===== src/rtl/led_matrix_scan_ctrl.sv =====
// led_matrix_scan_ctrl
// Refresh controller for a 64x32 HUB75 panel at 1/16 scan with 4-plane
// binary code modulation. For each scan row and bit-plane it fetches the
// upper-half and lower-half pixels of every column from a combinational
// pixel source, shifts them out on r1/g1/b1 and r2/g2/b2 with panel_clk,
// latches the row, and then enables the LEDs for BASE_TIME<<plane cycles.
//
// Ports:
//   clk, rst      system clock; synchronous active-high reset
//   enable        run refresh; only looked at on frame boundaries
//   pixel_addr    {1'b0, row[4:0], col[5:0]} to the pixel source
//   pixel_data    {R,G,B} 8 bits each, valid in the same cycle as pixel_addr
//   r1,g1,b1      upper-half shift data
//   r2,g2,b2      lower-half shift data
//   panel_clk     HUB75 shift clock
//   lat           HUB75 latch, active-high
//   oe_n          HUB75 output enable, active-low
//   row_addr      HUB75 A..D scan row
//   frame_start   one-cycle pulse in the first fetch cycle of every frame
module led_matrix_scan_ctrl #(
  parameter int unsigned COLS      = 64,
  parameter int unsigned SCAN_ROWS = 16,
  parameter int unsigned PLANES    = 4,
  parameter int unsigned BASE_TIME = 16
) (
  input  logic        clk,
  input  logic        rst,
  input  logic        enable,
  output logic [11:0] pixel_addr,
  input  logic [23:0] pixel_data,
  output logic        r1,
  output logic        g1,
  output logic        b1,
  output logic        r2,
  output logic        g2,
  output logic        b2,
  output logic        panel_clk,
  output logic        lat,
  output logic        oe_n,
  output logic [3:0]  row_addr,
  output logic        frame_start
);

  localparam int unsigned CW = $clog2(COLS);
  localparam int unsigned RW = $clog2(SCAN_ROWS);
  localparam int unsigned PW = (PLANES > 1) ? $clog2(PLANES) : 1;
  localparam int unsigned DW = $clog2((BASE_TIME << (PLANES - 1)) + 1);

  typedef enum logic [2:0] {
    IDLE,
    FETCH_TOP,
    FETCH_BOT,
    CLK_LO,
    CLK_HI,
    LATCH,
    DISPLAY
  } state_e;

  state_e          state_q, state_d;
  logic [CW-1:0]   col_q, col_d;
  logic [RW-1:0]   row_q, row_d;
  logic [PW-1:0]   plane_q, plane_d;
  logic [DW-1:0]   disp_q, disp_d;
  logic [2:0]      top_q, top_d;

  logic [11:0]     pixel_addr_q, pixel_addr_d;
  logic [5:0]      rgb_q, rgb_d;
  logic            panel_clk_q, panel_clk_d;
  logic            lat_q, lat_d;
  logic            oe_n_q, oe_n_d;
  logic [3:0]      row_addr_q, row_addr_d;
  logic            frame_start_q, frame_start_d;

  // Plane p of a channel is bit (8-PLANES)+p, i.e. the PLANES MSBs.
  logic [PLANES-1:0] r_pl, g_pl, b_pl;
  logic [2:0]        cur_bits;
  logic [DW-1:0]     disp_len;
  logic              disp_last;
  logic              unused_pixel_bits;

  assign r_pl     = pixel_data[23 -: PLANES];
  assign g_pl     = pixel_data[15 -: PLANES];
  assign b_pl     = pixel_data[7 -: PLANES];
  assign cur_bits = {r_pl[plane_q], g_pl[plane_q], b_pl[plane_q]};
  assign unused_pixel_bits = ^pixel_data;

  assign disp_len  = DW'(BASE_TIME) << plane_q;
  assign disp_last = (disp_q == disp_len - DW'(1));

  always_ff @(posedge clk) begin
    if (rst) begin
      state_q       <= IDLE;
      col_q         <= '0;
      row_q         <= '0;
      plane_q       <= '0;
      disp_q        <= '0;
      top_q         <= '0;
      pixel_addr_q  <= '0;
      rgb_q         <= '0;
      panel_clk_q   <= 1'b0;
      lat_q         <= 1'b0;
      oe_n_q        <= 1'b1;
      row_addr_q    <= '0;
      frame_start_q <= 1'b0;
    end else begin
      state_q       <= state_d;
      col_q         <= col_d;
      row_q         <= row_d;
      plane_q       <= plane_d;
      disp_q        <= disp_d;
      top_q         <= top_d;
      pixel_addr_q  <= pixel_addr_d;
      rgb_q         <= rgb_d;
      panel_clk_q   <= panel_clk_d;
      lat_q         <= lat_d;
      oe_n_q        <= oe_n_d;
      row_addr_q    <= row_addr_d;
      frame_start_q <= frame_start_d;
    end
  end

  always_comb begin
    state_d       = state_q;
    col_d         = col_q;
    row_d         = row_q;
    plane_d       = plane_q;
    disp_d        = disp_q;
    top_d         = top_q;
    rgb_d         = rgb_q;
    pixel_addr_d  = pixel_addr_q;
    row_addr_d    = row_addr_q;
    frame_start_d = 1'b0;

    unique case (state_q)
      IDLE: begin
        if (enable) begin
          state_d       = FETCH_TOP;
          col_d         = '0;
          row_d         = '0;
          plane_d       = '0;
          frame_start_d = 1'b1;
        end
      end
      FETCH_TOP: begin
        top_d   = cur_bits;
        state_d = FETCH_BOT;
      end
      FETCH_BOT: begin
        // Upper bits were held from the previous cycle so all six data
        // lines change together.
        rgb_d   = {top_q, cur_bits};
        state_d = CLK_LO;
      end
      CLK_LO: begin
        state_d = CLK_HI;
      end
      CLK_HI: begin
        if (col_q == CW'(COLS - 1)) begin
          state_d = LATCH;
        end else begin
          col_d   = col_q + CW'(1);
          state_d = FETCH_TOP;
        end
      end
      LATCH: begin
        disp_d  = '0;
        state_d = DISPLAY;
      end
      DISPLAY: begin
        if (disp_last) begin
          col_d = '0;
          if (plane_q != PW'(PLANES - 1)) begin
            plane_d = plane_q + PW'(1);
            state_d = FETCH_TOP;
          end else if (row_q != RW'(SCAN_ROWS - 1)) begin
            plane_d = '0;
            row_d   = row_q + RW'(1);
            state_d = FETCH_TOP;
          end else begin
            plane_d = '0;
            row_d   = '0;
            if (enable) begin
              state_d       = FETCH_TOP;
              frame_start_d = 1'b1;
            end else begin
              state_d = IDLE;
            end
          end
        end else begin
          disp_d = disp_q + DW'(1);
        end
      end
      default: begin
        state_d = IDLE;
      end
    endcase

    // Outputs are registered from the next state so they line up with the
    // state they belong to rather than lagging it by a cycle.
    panel_clk_d = (state_d == CLK_HI);
    lat_d       = (state_d == LATCH);
    oe_n_d      = (state_d != DISPLAY);
    if (state_d == LATCH) begin
      row_addr_d = 4'(row_q);
    end
    if (state_d == FETCH_TOP) begin
      pixel_addr_d = 12'({2'b00, row_d, col_d});
    end else if (state_d == FETCH_BOT) begin
      pixel_addr_d = 12'({2'b01, row_q, col_q});
    end
  end

  assign pixel_addr  = pixel_addr_q;
  assign {r1, g1, b1, r2, g2, b2} = rgb_q;
  assign panel_clk   = panel_clk_q;
  assign lat         = lat_q;
  assign oe_n        = oe_n_q;
  assign row_addr    = row_addr_q;
  assign frame_start = frame_start_q;

endmodule

===== config.mk =====
export PLATFORM = sky130hd
export DESIGN_NAME = led_matrix_scan_ctrl
export DESIGN_NICKNAME = d
export VERILOG_FILES = /design/src/rtl/led_matrix_scan_ctrl.sv
export SDC_FILE = /design/constraint.sdc
export NUM_CORES = 1
export LEC_CHECK = 0
export BUFFER_PORTS_ARGS = -buffer_cell sky130_fd_sc_hd__buf_2
export CAP_MARGIN = 20
export CORE_MARGIN = 10
export CORE_UTILIZATION = 50
export CTS_CLUSTER_DIAMETER = 60
export DETAILED_ROUTE_END_ITERATION = 8
export GPL_TIMING_DRIVEN = 0
export PLACE_DENSITY = 0.73
export SKIP_CTS_REPAIR_TIMING = 1
export SLEW_MARGIN = 20
export SYNTH_ARGS = -nofsm -noshare
export SYNTH_HDL_FRONTEND = slang
export SYNTH_SLANG_ARGS = --single-unit

===== constraint.sdc =====
create_clock -name clk -period 5.5 [get_ports clk]
set_input_delay 0.55 -clock clk [delete_from_list [all_inputs] [get_ports clk]]
set_output_delay 0.55 -clock clk [all_outputs]
set_load 0.02 [all_outputs]

==> run summary <==
Fin. Hold Viols = 0
number of synthesized flops with an enable pin = 0
xor-xnor portion of the synthesized cell area = 2.69%
crit path capture type = flop
Initial Util = 51.2%
commonest non-fill, non-tap cell in the layout = dfxtp_1
Syn Std Cell Area = 2600 sq um
mean post-synth cell area = 8.67 sq um
synth warn = 0
clock tree buffer depth = 2
DPL Wire Length = 4910 um
n_diodes = 0
Via Count = 2353
Post-Synth Simple-Gate Area = 25.6%
maximum number of pins on one net before global-route repair = 18
busiest grt layer = met2
number of global-route vias before repair = 2409
routed length per instance = 16.0 um
CTS root buf = clkbuf_8
die area = 8480 sq um
GR Util met1 = 19.4%
adder-cell share of the synthesized area = 3.37%
clk_skew = 11.2 ps
Hold/Removal Path Class = flop to flop
Die Ht = 92.1 um
DRT Pass-1 Iters = 4
Mapped Cells = 300
Seq cells post-synth = 51
area grow syn2layout = 15.2%
vias per cell = 5.66
ys flop type = dfxtp_1
row count = 26
grt ovf = 0
outcome = complete, no violations
commonest cells after routing, fill and taps aside = dfxtp_1, buf_2, nor2_1, nand2_1, a21oi_1
Final setup viols = 0
mux cell area share after synthesis = 9.38%
nets = 379
worst slack, placed = 2690 ps
final sum of negative setup slack = 0 ps
final wirelength = 6650 um
total power = 0.000734 W
PwrDens = 245 nW/um^2
Max Fclk = 0.353 GHz
Tightest Pin Transition = 814 ps
sequential cell area fraction in the yosys report = 39.3%
share of cells above drive strength 1 = 17.6%
M3 GR Usage = 4.32%
Distinct cells, synth = 46
remaining antenna violation count = 0
drc violations = 0
unrepaired setup endpoints after global routing = no
minimum clock period = 2830 ps
MaxCap Viol Count = 0
port buffer count = 38
Worst-path clk slew = 110 ps
total track usage = 16.0%
H-tree levels = 2
largest family of logic cells by synthesized area = simple AND/OR/NAND/NOR gates
Tcrit/Tclk final = 51.5%
WHS = 469 ps
Core ar. = 5070 sq um
Max VDD drop = 0.148 mV
Critical Path Start Type = flop
max-slew violation count = 0
initial drt markers = 155
CTS tree = done
CP Max Fanout = 10
Slew HR = 45.3%
Global Route met2 Usage = 26.5%
total clock buffers created by CTS = 5
worst setup path category = flop to flop
clk sinks = 51
Core Util, Final = 59.0%
final worst slack = 2670 ps
die width = 92.1 um
first-pass GRT wire length = 11300 um
gpl congestion = 0.871
Syn Nets = 334
CP required = 5700 ps
Static Leakage = 1.19 nW
CP arrival = 3030 ps
clk_lat worst skew = 310 ps
Compound-Gate Fraction of Synth Area = 15.9%
I/O Pins = 53
Async S/R FF share, synth = 0%
initial antenna violation count = 0
-- logic make-up after synthesis --
group / count (synthesis)
simple gates: 130
mux: 20
flops: 51
other cells: 1
buf+inv: 22
xor+xnor: 8
fa+ha+maj: 7
compound gates: 61
-- through the flow --
step | cell area (sq um) | std cells
detailed placement | 2880 | 408
finish | 2990 | 416
CTS | 2990 | 416
global route | 2990 | 416
floorplan | 2600 | 300
global placement | 2880 | 408
-- sequential cells by signal (all words and copies together) (netlist names) --
name and count:
row_q 4, panel_clk 1, top_q 3, lat 1
disp_q 8, state_q 3, oe_n 1, pixel_addr 11
plane_q 2, frame_start 1, col_q 6, row_addr 4
rgb_q 6
-- where the power goes --
group | internal (W) | total (W) | switching [W]
combinational | 0.0000285 | 0.0000824 | 0.0000540
clock | 0.000138 | 0.000272 | 0.000134
sequential | 0.000375 | 0.000379 | 0.00000416
-- Yosys cell counts, types with 2 or more instances --
library cell   n  area share (%)
a21oi_1       22             4.2
o21ai_0        7             1.3
xor2_1         6             2.0
and2_1         5             1.2
and3_1         6             1.4
nor3_1         7             1.3
nor4b_1        2            0.67
a21o_1         4             1.2
o31ai_1        3            0.87
nor2b_1        8             1.9
a211oi_1       3            0.87
buf_2          2            0.39
or2_2          3            0.72
dfxtp_1       51              39
clkbuf_1      12             1.7
nand4_1        5             1.2
nor4_1         2            0.48
o2bb2ai_1      3             1.0
mux2i_1       15             5.8
buf_4          2            0.58
inv_1          5            0.72
mux4_2         3             2.6
ha_1           7             3.4
or3_1          2            0.48
a31oi_1       11             2.6
xnor2_1        2            0.67
nand2b_1       8             1.9
nor2_1        37             5.3
nand2_1       24             3.5
nand3b_1       5             1.4
nand3_1       13             2.5
-- critical path: stages (launching register included) --
cell	delay [ps]
dfxtp_1	390
clkbuf_1	340
inv_1	90
ha_1	220
nand2b_1	160
mux2_4	330
o41ai_4	460
nand4_4	230
buf_4	240
a31oi_1	180
o2bb2ai_1	90
-- metal layers --
| layer | part of all wire [%] | vias to the layer above |
|---|---|---|
| met5 | 0 | - |
| met4 | 1.6 | 0 |
| met3 | 5.6 | 13 |
| met2 | 47 | 61 |
| met1 | 45 | 1120 |
| li1 | - | 1159 |
-- final timing paths --
check	start	endpoint	cells after the start	slack [ps]
setup / recovery	plane_q[0]	pixel_addr[8]	10	2670
hold / removal	top_q[2]	top_q[2]	2	470
setup reg to reg	plane_q[0]	pixel_addr[8]	10	2670
hold reg to reg	top_q[2]	top_q[2]	2	470
-- final cells by class --
cell class,count,area [sq um]
Timing Repair Buffer,38,190
Inverter,5,18.8
Buffer,17,73.8
Clock buffer,5,68.8
Fill cell,492,2080
Tap cell,70,87.6
Sequential cell,51,1020
Clock inverter,3,47.5
Multi-Input combinational cell,227,1490
Power figures use the tool's default switching activity.
